`config.mk`:
```
export PLATFORM = sky130hd
export DESIGN_NAME = if_stage
export DESIGN_NICKNAME = d
export VERILOG_FILES = /design/src/rtl/if_stage.sv
export SDC_FILE = /design/constraint.sdc
export NUM_CORES = 1
export LEC_CHECK = 0
export CAP_MARGIN = 30
export CORE_AREA = 2 2 112 87
export CTS_CLUSTER_SIZE = 16
export DETAILED_ROUTE_END_ITERATION = 8
export DIE_AREA = 0 0 114 89
export DONT_BUFFER_PORTS = 1
export PLACE_DENSITY = 0.8
export SYNTH_ARGS = -nofsm -noshare
export SYNTH_HDL_FRONTEND = slang
export SYNTH_SLANG_ARGS = --single-unit
```
`constraint.sdc`:
```
create_clock -name clk -period 9.9 [get_ports clk]
set_input_delay 2.475 -clock clk [delete_from_list [all_inputs] [get_ports clk]]
set_output_delay 2.475 -clock clk [all_outputs]
set_load 0.02 [all_outputs]
```
`src/rtl/if_stage.sv`:
```
// Instruction fetch stage: issues sequential reads to a one-cycle-latency
// instruction memory, buffers returned words in a 2-entry FIFO and hands them
// to decode under a valid/ready handshake. A redirect flushes the stream.
module if_stage #(
    parameter int                   WORD_SIZE = 32,
    parameter int                   ADDR_SIZE = 10,
    parameter logic [ADDR_SIZE-1:0] RESET_PC  = '0
) (
    input  logic                 clk,
    input  logic                 rst_n,
    output logic                 imem_en,
    output logic [ADDR_SIZE-1:0] imem_addr,
    input  logic [WORD_SIZE-1:0] imem_rdata,
    input  logic                 redirect,
    input  logic [ADDR_SIZE-1:0] redirect_pc,
    input  logic                 id_ready,
    output logic                 instr_valid,
    output logic [WORD_SIZE-1:0] instr,
    output logic [ADDR_SIZE-1:0] pc
);

    localparam logic [WORD_SIZE-1:0] NOP = WORD_SIZE'(32'h0000_0013);

    logic [ADDR_SIZE-1:0] fpc;
    logic                 inflight;
    logic [ADDR_SIZE-1:0] inflight_addr;

    logic [1:0]           count;
    logic [ADDR_SIZE-1:0] head_pc;
    logic [WORD_SIZE-1:0] head_instr;
    logic [ADDR_SIZE-1:0] tail_pc;
    logic [WORD_SIZE-1:0] tail_instr;

    logic                 pop;
    logic                 push;
    logic [2:0]           occ;

    // Handshake and issue decision: a read may only be issued if the FIFO
    // is guaranteed to have room for it when the data returns next cycle.
    always_comb begin
        pop         = instr_valid & id_ready;
        push        = inflight & ~redirect;
        occ         = 3'(count) + 3'(inflight) - 3'(pop);
        imem_en     = rst_n & ~redirect & (occ < 3'd2);
        imem_addr   = fpc;
        instr_valid = (count != 2'd0);
        instr       = instr_valid ? head_instr : NOP;
        pc          = head_pc;
    end

    // Fetch pointer: redirect wins, otherwise advance by one word per issue.
    always_ff @(posedge clk or negedge rst_n) begin
        if (!rst_n) begin
            fpc <= RESET_PC;
        end else if (redirect) begin
            fpc <= redirect_pc;
        end else if (imem_en) begin
            fpc <= fpc + ADDR_SIZE'(4);
        end
    end

    // In-flight tracker: exactly mirrors last cycle's issue, so a redirect
    // (which forces imem_en low) drops whatever response is still pending.
    always_ff @(posedge clk or negedge rst_n) begin
        if (!rst_n) begin
            inflight      <= 1'b0;
            inflight_addr <= RESET_PC;
        end else begin
            inflight <= imem_en;
            if (imem_en) begin
                inflight_addr <= fpc;
            end
        end
    end

    // 2-entry FIFO with a fixed head slot. When the last entry is popped the
    // head is left untouched so pc keeps showing the last delivered address.
    always_ff @(posedge clk or negedge rst_n) begin
        if (!rst_n) begin
            count      <= 2'd0;
            head_pc    <= RESET_PC;
            head_instr <= '0;
            tail_pc    <= '0;
            tail_instr <= '0;
        end else if (redirect) begin
            count <= 2'd0;
        end else begin
            case ({push, pop})
                2'b10: begin
                    if (count == 2'd0) begin
                        head_pc    <= inflight_addr;
                        head_instr <= imem_rdata;
                    end else begin
                        tail_pc    <= inflight_addr;
                        tail_instr <= imem_rdata;
                    end
                    count <= count + 2'd1;
                end
                2'b01: begin
                    if (count == 2'd2) begin
                        head_pc    <= tail_pc;
                        head_instr <= tail_instr;
                    end
                    count <= count - 2'd1;
                end
                2'b11: begin
                    if (count == 2'd1) begin
                        head_pc    <= inflight_addr;
                        head_instr <= imem_rdata;
                    end else begin
                        head_pc    <= tail_pc;
                        head_instr <= tail_instr;
                        tail_pc    <= inflight_addr;
                        tail_instr <= imem_rdata;
                    end
                end
                default: begin
                end
            endcase
        end
    end

endmodule

```
==> impl_metrics.csv <==
group,metric,value,unit
timing,max_freq,137,MHz
setup_path,rr_endpoint,"imem_addr[3]",
outcome,status,"finished clean",
cts,cts-root-buf,"clkbuf_16",
power,power_density,311,nW/um^2
placed_design,place_inst,517,
setup_path,path_class,"primary input to primary output",
cts,clk_path_buf_depth,2,
setup_path,r2r_slack,5.94,ns
cells_and_area,syn2layout_area_growth,7.46,%
logic_synthesis,yosysWarningCount,0,
setup_path,crit_path_cell_trace,"nand2b_1 > xnor2_1 > nand2_1 > fa_1 > xor2_1 > or3_1 > inv_1",
power,irDropWorstVdd,130,uV
route,ant_nets,0,
logic_synthesis,synth-edff-count,0,
floorplanning,die_area,10100,um^2
route,via_count,2988,
logic_synthesis,synth_cells,428,
cts,cts_setup_buffers,0,
logic_synthesis,synthArstFlopShare,100,%
floorplanning,chipWidth,114,um
logic_synthesis,syn-cell-area,4860,um^2
route,wl,8870,um
power,leakagePower,0.00260,uW
setup_path,worstSetupStartpointType,"primary input",
timing,slew_viol_final,0,
grt,grt.total_usage,18.3,%
timing,setup_violations,0,
setup_path,r2r_start,"count[1]",
timing,rsz0062_at_grt,"no",
grt,grt_max_degree,109,
floorplanning,dieHeight,89,um
timing,worst_pin_slew,0.741,ns
setup_path,crit_fanout,19,
timing,final.min_clock_period,7.31,ns
timing,timing.final.crit_share,73.9,%
setup_path,cp-end-kind,"primary output",
timing,finalHoldViolCount,0,
floorplanning,start_util,54.5,%
logic_synthesis,ys_seq_area_share,55.0,%
cells_and_area,fin_cells,534,
setup_path,ff2ff_path_depth,12,
timing,fin_setup_tns,0,ns
setup_path,max_stage_delay,0.54,ns
setup_path,worst_path_max_delay_cell,"or3_1",
grt,first_global_vias,2914,
cts,cts_sinks,107,
floorplanning,num_rows,30,
route,wl_per_cell,16.6,um
setup_path,startpoint,"id_ready",
placed_design,routabilityCongestion,0.888,
setup_path,arrival,4.84,ns
cells_and_area,nFillCells,733,
route,viasPerCell,5.60,
placed_design,io_buffers,0,
timing,slew_headroom,50.6,%
route,drt_first_pass_iters,4,
grt,antenna_found_initial,0,
floorplanning,ioPinCount,100,
placed_design,dp_hpwl,5850,um
cts,cts_hold_buf,0,
logic_synthesis,synth_cell_type_count,30,
cts,insertion_delay,0.34,ns
route,drc_errors,0,
worst_hold_path,hold_class,"flop to flop",
cts,cts_inserted_buffers,9,
floorplanning,core-area,8930,um^2
run,max_cap_viol_count,0,
cells_and_area,final_nets,468,
timing,fin_skew,0.00608,ns
grt,grt_pass1_wl,14400,um
cells_and_area,diodes,0,
setup_path,cp.required,7.43,ns
logic_synthesis,ys_ff_latch,107,
worst_hold_path,hold_depth,2,
cts,tritoncts,"yes",
logic_synthesis,avgSynthCellArea,11.4,um^2
cts,post_cts_resized,0,
cts,path_clk_slew,0.07,ns
logic_synthesis,ys.flop_type,"dfrtp_1",
logic_synthesis,syn-num-nets,479,
cts,htreeDepth,3,
grt,grt-ovfl-total,0,
setup_path,cp-endpoint,"imem_en",
route,initialDrtViolationCount,206,
cells_and_area,layout-drive-gt1-share,17.1,%
[layer usage]
metal  GRT usage (%)  vias up  part of all wire (%)
met5               0        -                     0
met4            4.43        0                  0.87
met3            7.19        8                   6.4
met2            30.2       87                    48
met1            22.9     1448                    44
li1                -     1445                     -
[where the power goes]
| group | switching (uW) | leakage [uW] | internal, uW |
|---|---|---|---|
| Clock | 155 | 0.000158 | 236 |
| Combinational | 284 | 0.00108 | 203 |
| Sequential | 136 | 0.00137 | 613 |
[per-stage QoR]
stage                     utilization, %  hold WS (ns)  worst slack, ns  power, uW  area, um^2
after floorplan                        -         0.442             3.15       1160        4860
after global placement              54.6         0.454             2.80       1210        4880
after detailed placement            54.6         0.463             2.67       1250        4880
after CTS                           58.3         0.479             2.63       1640        5210
after global routing                58.5         0.501             2.35       1740        5230
final                               58.5         0.473             2.59       1630        5230
[how the worst min path moves through the flow]
stage / start / to / slack [ns]
floorplan: head_instr[0] / head_instr[0] / 0.44
finish: head_instr[31] / head_instr[31] / 0.47
detailed placement: head_instr[0] / head_instr[0] / 0.46
CTS: head_instr[0] / head_instr[0] / 0.48
global route: head_instr[22] / head_instr[22] / 0.50
global placement: head_instr[18] / head_instr[18] / 0.45
[final cells by class]
class / count / area [um^2] / share of cell area, %
clock buffer: 11 / 253 / 4.83
clock inverter: 5 / 83.8 / 1.60
inverter: 7 / 26.3 / 0.503
multi-input combinational: 287 / 2000 / 38.3
sequential: 107 / 2680 / 51.2
tap: 112 / 140 / 2.68
timing repair buffer: 5 / 45.0 / 0.862
[synthesized netlist by cell type (2+ instances only)]
library cell  instances  area, um^2
buf_2                 9        45.0
buf_6                 2        22.5
buf_8                 4        60.1
clkbuf_1             11        41.3
dfrtp_1             107        2680
ha_1                  4        50.1
inv_1                 6        22.5
mux2_2               44         495
mux2i_1              42         420
nand2_1              84         315
nand3_1               5        25.0
nand4_1               2        12.5
nor2_1                2        7.51
nor2b_1              30         188
o21ai_0              30         150
o21ai_1              14        70.1
o311ai_0             11        96.3
or2_2                 4        25.0
or3_1                 3        18.8
xnor2_1               3        26.3
xor2_1                2        17.5
[cells in the final DEF (no fill, tap or decap), types with 2 or more instances in the layout]
master and instances:
clkbuf_16 9, or2_2 4, clkbuf_8 2, o21ai_1 14, xor2_1 2, mux2_2 44, o311ai_0 11, nor2b_1 30
nand2_1 84, clkinvlp_4 2, nand4_1 2, xnor2_1 3, mux2i_1 42, buf_4 4, o21ai_0 30, bufinv_16 2
or3_1 3, nand3_1 5, inv_1 6, ha_1 4, nor2_1 2, dfrtp_1 107
[critical path: cells and delay by family]
kind | cells | cell delay (ns)
buffers and inverters | 1 | 0.42
xor gates and xnor gates | 2 | 0.73
and+or+nand+nor | 3 | 0.80
adders and majority gates | 1 | 0.41
[logic make-up after synthesis]
logic type / count (synthesis) / synth area share [%]
xor gates and xnor gates: 5 / 0.900
and+or+nand+nor: 132 / 12.5
adders and majority gates: 5 / 1.44
buffers and inverters: 34 / 4.17
DFF: 107 / 55.0
muxes: 86 / 18.8
AOI/OAI and AO/OA: 59 / 7.15
[registers in the layout, indices dropped and copies added, names as in the netlist]
signal         flops
tail_instr        32
count              2
inflight_addr     10
imem_addr         10
head_instr        32
inflight           1
tail_pc           10
pc                10
Power figures use the tool's default switching activity.
